==> src/rtl/sprite_blitter.sv <==
// -----------------------------------------------------------------------------
// sprite_blitter
//   XOR-blits 8-pixel-wide sprites into an on-chip monochrome frame buffer,
//   one whole frame-buffer row per cycle (read-modify-write), and reports
//   pixel collisions on vf. Also clears the frame buffer one row per cycle
//   and offers a combinational scan-out read port.
//
// Configuration macro:
//   SPRITE_WRAP_EN  defined   -> sprites wrap around the right and bottom edges
//                   undefined -> sprites are clipped at the right and bottom edges
//
// Ports:
//   clk          clock, rising edge
//   rst_n        asynchronous active-low reset (forces a full clear)
//   clear_req    clear request, sampled only in IDLE (wins over draw_req)
//   draw_req     draw request, sampled only in IDLE
//   row, col     sprite start row / column (taken modulo DISP_H / DISP_W)
//   height       sprite rows, clamped to MAX_ROWS
//   sprite_data  sprite row i at [8*(MAX_ROWS-i)-1 -: 8], bit7 = leftmost pixel
//   busy         high in any state but IDLE
//   done         one-cycle pulse when a clear or draw completes
//   vf           collision flag of the last draw
//   rd_row       scan-out row select
//   rd_data      frame-buffer row rd_row, bit x = pixel column x
// -----------------------------------------------------------------------------
module sprite_blitter #(
   parameter int DISP_W   = 64,
   parameter int DISP_H   = 32,
   parameter int MAX_ROWS = 15
) (
   input  logic                          clk,
   input  logic                          rst_n,
   input  logic                          clear_req,
   input  logic                          draw_req,
   input  logic [7:0]                    row,
   input  logic [7:0]                    col,
   input  logic [$clog2(MAX_ROWS+1)-1:0] height,
   input  logic [8*MAX_ROWS-1:0]         sprite_data,
   output logic                          busy,
   output logic                          done,
   output logic                          vf,
   input  logic [$clog2(DISP_H)-1:0]     rd_row,
   output logic [DISP_W-1:0]             rd_data
);

   localparam int XW = $clog2(DISP_W);
   localparam int YW = $clog2(DISP_H);
   localparam int HW = $clog2(MAX_ROWS+1);
   // One counter serves both the clear (rows) and the draw (sprite rows).
   localparam int CW = (YW > HW) ? YW : HW;

   typedef enum logic [1:0] {
      S_IDLE,
      S_CLEAR,
      S_DRAW,
      S_DONE
   } state_t;

   state_t                  state_q, state_d;
   logic [CW-1:0]           cnt_q, cnt_d;
   logic [XW-1:0]           x0_q, x0_d;
   logic [YW-1:0]           y0_q, y0_d;
   logic [HW-1:0]           h_q, h_d;
   logic [8*MAX_ROWS-1:0]   spr_q, spr_d;
   logic                    vf_q, vf_d;

   logic [DISP_W-1:0]       vram_q [DISP_H];

   logic [HW-1:0]           h_clamped;
   logic [7:0]              spr_byte;
   logic [7:0]              spr_rev;
   logic [DISP_W-1:0]       mask;
   logic [YW-1:0]           row_y;
   logic                    row_ok;
   logic                    hit;

   // -------------------------------------------------------------------------
   // Current sprite row -> frame-buffer row index and column mask
   // -------------------------------------------------------------------------
   assign h_clamped = (height > HW'(MAX_ROWS)) ? HW'(MAX_ROWS) : height;

   always_comb begin
      // NOTE: every signal assigned in a combinational block gets a default
      // first, so no path leaves it unassigned and no latch is inferred.
      spr_byte = '0;
      for (int i = 0; i < MAX_ROWS; i++) begin
         if (cnt_q == CW'(i)) spr_byte = spr_q[8*(MAX_ROWS-i)-1 -: 8];
      end
      // Pixel k (from the left) lands at column x0+k, i.e. bit x0+k.
      spr_rev = '0;
      for (int k = 0; k < 8; k++) spr_rev[k] = spr_byte[7-k];
   end

`ifdef SPRITE_WRAP_EN
   logic [2*DISP_W-1:0] wide_mask;

   always_comb begin
      // Bits shifted past the right edge fold back onto column 0.
      wide_mask = {{DISP_W{1'b0}}, DISP_W'(spr_rev)} << x0_q;
      mask      = wide_mask[DISP_W-1:0] | wide_mask[2*DISP_W-1:DISP_W];
      row_y     = y0_q + cnt_q[YW-1:0];
      row_ok    = 1'b1;
   end
`else
   logic [CW:0] y_sum;

   always_comb begin
      // Shifting within DISP_W bits discards columns past the right edge.
      mask   = DISP_W'(spr_rev) << x0_q;
      y_sum  = (CW+1)'(y0_q) + (CW+1)'(cnt_q);
      row_ok = (y_sum < (CW+1)'(DISP_H));
      row_y  = y_sum[YW-1:0];
   end
`endif

   assign hit = row_ok && ((vram_q[row_y] & mask) != '0);

   // -------------------------------------------------------------------------
   // FSM next state
   // -------------------------------------------------------------------------
   always_comb begin
      state_d = state_q;
      cnt_d   = cnt_q;
      x0_d    = x0_q;
      y0_d    = y0_q;
      h_d     = h_q;
      spr_d   = spr_q;
      vf_d    = vf_q;
      case (state_q)
         S_IDLE: begin
            if (clear_req) begin
               cnt_d   = '0;
               state_d = S_CLEAR;
            end else if (draw_req) begin
               x0_d    = XW'(32'(col) % DISP_W);
               y0_d    = YW'(32'(row) % DISP_H);
               h_d     = h_clamped;
               spr_d   = sprite_data;
               vf_d    = 1'b0;
               cnt_d   = '0;
               state_d = (h_clamped == '0) ? S_DONE : S_DRAW;
            end
         end
         S_CLEAR: begin
            cnt_d = cnt_q + CW'(1);
            if (cnt_q == CW'(DISP_H-1)) state_d = S_DONE;
         end
         S_DRAW: begin
            if (hit) vf_d = 1'b1;
            cnt_d = cnt_q + CW'(1);
            if (cnt_q == CW'(h_q) - CW'(1)) state_d = S_DONE;
         end
         S_DONE:  state_d = S_IDLE;
         default: state_d = S_IDLE;
      endcase
   end

   // -------------------------------------------------------------------------
   // State registers; reset lands in CLEAR so the frame buffer gets zeroed
   // -------------------------------------------------------------------------
   always_ff @(posedge clk or negedge rst_n) begin
      // NOTE: sequential state uses non-blocking assignments so every register
      // samples pre-edge values regardless of block ordering.
      if (!rst_n) begin
         state_q <= S_CLEAR;
         cnt_q   <= '0;
         x0_q    <= '0;
         y0_q    <= '0;
         h_q     <= '0;
         spr_q   <= '0;
         vf_q    <= 1'b0;
      end else begin
         state_q <= state_d;
         cnt_q   <= cnt_d;
         x0_q    <= x0_d;
         y0_q    <= y0_d;
         h_q     <= h_d;
         spr_q   <= spr_d;
         vf_q    <= vf_d;
      end
   end

   // NOTE: the frame buffer has no reset so it can map onto RAM/plain flops;
   // the CLEAR pass that follows every reset zeroes it instead.
   always_ff @(posedge clk) begin
      if (state_q == S_CLEAR) begin
         vram_q[cnt_q[YW-1:0]] <= '0;
      end else if (state_q == S_DRAW && row_ok) begin
         vram_q[row_y] <= vram_q[row_y] ^ mask;
      end
   end

   assign busy    = (state_q != S_IDLE);
   assign done    = (state_q == S_DONE);
   assign vf      = vf_q;
   assign rd_data = vram_q[rd_row];

endmodule

==> config.mk <==
export PLATFORM = sky130hd
export DESIGN_NAME = sprite_blitter
export DESIGN_NICKNAME = d
export VERILOG_FILES = /design/src/rtl/sprite_blitter.sv
export SDC_FILE = /design/constraint.sdc
export NUM_CORES = 2
export LEC_CHECK = 0
export CORE_MARGIN = 3
export CORE_UTILIZATION = 60
export CTS_CLUSTER_DIAMETER = 80
export DETAILED_ROUTE_END_ITERATION = 12
export PLACE_DENSITY = 0.78
export SETUP_SLACK_MARGIN = 0.4
export SYNTH_ARGS = -nofsm -noshare
export SYNTH_HDL_FRONTEND = slang
export SYNTH_SLANG_ARGS = --single-unit
==> constraint.sdc <==
create_clock -name clk -period 7.3 [get_ports clk]
set_clock_uncertainty 0.1 [all_clocks]
set_input_delay 1.095 -clock clk [delete_from_list [all_inputs] [get_ports clk]]
set_output_delay 1.095 -clock clk [all_outputs]
set_load 0.02 [all_outputs]
# Word level (Yosys, flattened, before mapping)
# Memories as Yosys holds them, arrays and structs flattened.
# Index checks and enable logic that the tools add are counted.
[word_totals]
n_memories = 1
input_bits = 149
elab_cells = 94
ramBits = 2048
ff_bits = 143
out_inout_bits = 67
[op_classes]
bitwise_logic = 3
reduce_logical = 15
n_shift = 1
order_cmp = 2
muxes = 37
n_eq_ne = 25
n_addsub = 3
[memory_table]
columns = ["name", "words", "width", "rd", "rd_ports_with_merged_regs", "write_ports", "line_no", "source"]
rows = [
  ["vram_q", 32, 64, 2, 0, 1, "67", "logic [DISP_W-1:0] vram_q [DISP_H];"],
]
[op_table]
columns = ["operator", "count"]
rows = [
  ["$mux 8", 15],
  ["$and 64x64->64", 1],
  ["$mux 64", 1],
  ["$reduce_bool 64->1", 1],
  ["$reduce_or 64->1", 1],
  ["$shl 8x6->64", 1],
  ["$xor 64x64->64", 1],
  ["$eq 5x4->1 const B", 7],
  ["$eq 5x3->1 const B", 4],
  ["$mux 5", 3],
  ["$eq 5x2->1 const B", 2],
  ["$mux 1", 10],
  ["$ne 2x2->1 const B", 5],
  ["$pmux 5 s2", 1],
  ["$mux 2", 4],
  ["$pmux 2 s4", 1],
  ["$add 5x5->6", 1],
  ["$lt 6x6->1 const B", 1],
  ["$reduce_and 3->1", 2],
  ["$reduce_bool 2->1", 3],
  ["$add 5x1->5 const B", 1],
  ["$eq 5x1->1 const B", 1],
  ["$eq 5x5->1", 1],
  ["$eq 5x5->1 const B", 1],
  ["15 further kinds", 17],
]

# Longest topological paths before layout
[depth]
depth_word = 22
ltp_mapped = 20
mapped_depth_nobuf = 16

# Worst setup path after synthesis
# No wires, ideal clock.
[synth_path]
kind = "register to register"
startpoint = "register cnt_q[1]"
endpoint = "memory vram_q[0][0] (enable)"
required_ns = 6.714
path_buffers = 0
stages_incl_launch_ff = 9
setup_time_ns = 0.486
synth_period_minus_slack_ns = 5.796
arrival_ns = 5.210
path_slack_ns = 1.504
path_cell_list = "dfrtp_1 -> ha_1 -> a21o_1 -> a21oi_1 -> o21bai_1 -> a2111oi_2 -> mux2i_1 -> nand2_1 -> nor2_1"
[synth_via]
elab_chain_cells = 8
elab_cells_between_ends = 9
classes_between = "add/sub: 1; order compare: 1; mux: 5; reduce/logical: 2"
[synth_rtl]
columns = ["item", "line_no", "source"]
rows = [
  ["from (decl)", "60", "logic [CW-1:0] cnt_q, cnt_d;"],
  ["from (signal assigned)", "174", "cnt_q <= cnt_d;"],
  ["$add 5x5->6", "110", "y_sum = (CW+1)'(y0_q) + (CW+1)'(cnt_q);"],
  ["$lt 6x6->1", "111", "row_ok = (y_sum < (CW+1)'(DISP_H));"],
  ["$logic_and 1x1->1", "188", "end else if (state_q == S_DRAW && row_ok) begin"],
  ["$mux 1", "188", ""],
  ["$mux 1", "186", "if (state_q == S_CLEAR) begin"],
  ["$mux 1 (not written as such)", "189", "vram_q[row_y] <= vram_q[row_y] ^ mask;"],
  ["$reduce_or 64->1 (no source line)", "n/a", ""],
  ["$mux 5 (no source line) / $mux 1 (equally long branches)", "n/a", ""],
  ["to (decl)", "67", ""],
]
# Parallel ways exist; a longest one is shown, timed or not.

# Worst setup path in the final report
[layout_path]
startpoint = "register cnt_q[0]"
endpoint = "register vf_q (netlist: vf)"
[layout_via]
elab_chain_cells = 22
elab_cells_between_ends = 39
classes_between = "add/sub: 1; order compare: 1; eq/ne: 15; shift: 1; mux: 15; bitwise: 1; reduce/logical: 4; memory: 1"
[layout_rtl]
columns = ["item", "line_no", "source"]
rows = [
  ["$logic_not 5->1", "87", "if (cnt_q == CW'(i)) spr_byte = spr_q[8*(MAX_ROWS-i)-1 -: 8];"],
  ["$mux 8 (15 in a row)", "87", ""],
  ["$shl 8x6->64", "109", "mask = DISP_W'(spr_rev) << x0_q;"],
  ["$and 64x64->64", "116", "assign hit = row_ok && ((vram_q[row_y] & mask) != '0);"],
  ["$reduce_bool 64->1", "116", ""],
  ["$logic_and 1x1->1 (*)", "116", ""],
  ["$ne 2x2->1 (no source line) (*)", "n/a", ""],
  ["$reduce_and 4->1 (no source line) (*)", "n/a", ""],
  ["to (signal assigned)", "179", "vf_q <= vf_d;"],
  ["to (decl)", "65", "logic vf_q, vf_d;"],
]
# Mark *: on every way between the ends. The rest lies on a longest branch, timed or not.
# A chain may end at the register's enable or synchronous reset.

==> impl_metrics.py <==
metrics = {
    "timing": {
        "fin_setup_tns_ns": 0,
        "min_period_ns": 6.76,
        "relSlewSlack_pct": 10.3,
        "maxSlewViolCount": 0,
        "layout_setup_ws_ns": 0.541,
        "max_freq_mhz": 148,
        "hold_ws_ns": 0.176,
        "setup_viol": 0,
        "hold_violations": 0,
        "rsz0062_at_grt": "false",
        "worstMarginPinSlew_ns": 1.34,
        "timing.final.crit_share_pct": 92.6,
    },
    "cts": {
        "post_cts_resized": 0,
        "clk-insertion-delay-late_ns": 0.88,
        "cts_setup_buffers": 0,
        "clock_sinks": 2191,
        "cts_hold_buf": 0,
        "clkTransAtPathRegs_ns": 0.06,
        "htreeDepth": 4,
        "cts-root-buf": "clkbuf_16",
        "clockBufferDepth": 3,
        "tritoncts": "yes",
        "cts_made_buffers": 219,
    },
    "route": {
        "vias": 57747,
        "drt-initial-drc-count": 8755,
        "wl_per_cell_um": 39.4,
        "ant_nets": 0,
        "wl_um": 298000,
        "route.detailed.drc": 0,
        "firstDrtPassIters": 6,
        "via_per_inst": 7.65,
    },
    "worst_setup_path": {
        "reg2reg_from": "cnt_q[0]",
        "reg2reg_to": "vf",
        "critical_path_class": "reg -> reg",
        "cp_slowest_cell": "or4_1",
        "cp_max_fo": 28,
        "cp_cell_sequence": "inv_1, ha_1, buf_4, or2_1, a221oi_1, o211a_1, o221ai_2, and2_1, mux4_2, mux2i_4, nor2_1, ha_1, nor4_1, nand4_1, or4_1, a21oi_1, a21oi_1",
        "endpoint": "vf",
        "end_kind": "register",
        "crit_path_max_incr_delay_ns": 0.74,
        "reg2reg_depth": 17,
        "startpoint_type": "register",
        "cp_data_required_time_ns": 7.93,
        "cp-startpoint": "cnt_q[0]",
        "cp.arrival_ns": 7.39,
        "reg2reg_slack_ns": 0.54,
    },
    "synthesis": {
        "synthTopCellsByArea": "edfxtp_1, mux4_2, dfrtp_1",
        "synthCells": 4813,
        "synth-seq-cells": 2191,
        "synth.distinct_cells": 86,
        "synth_edf_count": 2048,
        "synthXorXnorAreaFrac_pct": 0.0764,
        "synth_nets": 5042,
        "syn_avg_cell_area_um2": 21.4,
        "synth_top_cell_by_area": "edfxtp_1",
        "syn_area_um2": 103000,
        "synthArstFlopShare_pct": 6.53,
        "synth_ff_type": "edfxtp_1",
        "ys_seq_area_share_pct": 63.1,
        "synth_compound_gate_area_share_pct": 1.56,
        "ys_warn_count": 0,
        "synthMuxAreaShare_pct": 30.9,
        "synth-simple-area-share_pct": 1.93,
        "synth_top_family_by_area": "multiplexers",
        "synthAdderAreaFrac_pct": 0.977,
        "synth.top_cell.area_share_pct": 59.6,
    },
    "global_routing": {
        "grtUsageTotal_pct": 34.3,
        "grt_pass1_vias": 58413,
        "grt_first_pass_wirelength_um": 427000,
        "antenna_found_initial": 9,
        "grt_max_degree": 81,
        "grt.overflow.total": 0,
    },
    "floorplan": {
        "ios": 216,
        "rows": 151,
        "die_x_um": 421,
        "core_area_um2": 170000,
        "die_y_um": 421,
        "start_util_pct": 60.6,
        "dieArea_um2": 177000,
    },
    "power": {
        "ir_drop_mv": 0.847,
        "power_leakage_nw": 37.4,
        "p_per_area_nw_per_um2": 508,
    },
    "finish": {
        "final_cell_mix": "edfxtp_1, mux4_2, mux2_2",
        "fill_cells": 10163,
        "final_common_cell": "edfxtp_1",
        "fin_nets": 5293,
        "syn2layout_area_growth_pct": 12.9,
        "design_area_um2": 117000,
        "drive_above_1_share_pct": 40.5,
        "fin_util_pct": 68.5,
    },
    "outcome": {
        "status": "finished, final reports clean",
    },
    "hold_path": {
        "min_path_type": "in -> async",
    },
    "placement": {
        "dp_hpwl_um": 163000,
        "place_ws_ns": 0.677,
        "place.gp.congestion": 0.949,
        "placed_cell_area_um2": 109000,
        "port_buffers": 210,
    },
    "run": {
        "cap_violations": 0,
    },
}
==> cells in the mapped netlist (15+ instances only) <==
library cell / number
a21oi_1: 32
and2_1: 72
buf_1: 114
clkbuf_1: 234
dfrtp_1: 142
edfxtp_1: 2048
ha_1: 79
inv_1: 15
mux2_2: 266
mux4_2: 1282
nand2_1: 53
nand3_1: 15
nor2_1: 98
nor2b_1: 27
nor3_1: 23
nor4_1: 23
o21ai_0: 30
==> final cells by class <==
type                    count  area (um^2)  area share [%]
diodes                      3         7.51         0.00644
clock buffers             266         5710            4.90
clock inverters           143         1450            1.24
inverters                  19         71.3          0.0612
multi-input cells        2233        37000            31.7
flip-flops and latches   2191        65100            55.8
well taps                2295         2870            2.46
repair buffers            400         4400            3.77
==> critical path: cells and delay by family (launching register included) <==
family	cells	cell delay, ns
buffers and inverters	2	0.50
multiplexers	2	1.00
AND/OR/NAND/NOR	6	2.69
AO/OA/AOI/OAI	5	1.04
adder cells (fa/ha/maj)	2	0.63
flip-flops	1	0.64
==> worst min path at each step <==
stage                    from         to  slack, ns  cells past startpoint
finish                  rst_n  spr_q[78]       0.18                      1
global route            rst_n  spr_q[78]       0.20                      1
floorplan           spr_q[43]  spr_q[43]       0.37                      1
detailed placement  spr_q[43]  spr_q[43]       0.39                      1
CTS                     rst_n  spr_q[72]       0.14                      1
global placement    spr_q[43]  spr_q[43]       0.38                      1
==> power breakdown <==
group          internal [mW]  switching [mW]
clock network           6.37            4.90
registers               18.5           0.829
logic                   12.5            16.2
==> per-stage QoR <==
step	cells	total power [mW]
2_1_floorplan	4813	37.7
3_3_place_gp	7138	47.3
3_5_place_dp	7138	47.7
4_1_cts	7547	59.1
5_1_grt	7547	61.3
6_report	7550	59.2
==> logic make-up (layout without fill, tap and decap cells) <==
group                    after synthesis  after routing
AND/OR/NAND/NOR                      377            377
buffers and inverters                389            828
multiplexers                        1552           1552
flip-flops                          2191           2191
adder cells (fa/ha/maj)               80             80
AO/OA/AOI/OAI                        215            215
other                                  0              3
XOR/XNOR                               9              9
==> sequential cells by signal (all words and copies together) (netlist names) <==
name and flops:
cnt_q 5, h_q 4, spr_q 120, state_q 2, vf 1, vram_q 2048, x0_q 6, y0_q 5
==> routing by layer <==
layer | vias up | share of wire [%] | track usage [%]
li1 | 21721 | - | -
met2 | 4648 | 48 | 53.6
met4 | 14 | 5.1 | 15.2
met3 | 794 | 13 | 8.21
met5 | - | 0.030 | 0
met1 | 30570 | 34 | 47.0
Note: power is estimated with default switching activity, not from simulation.
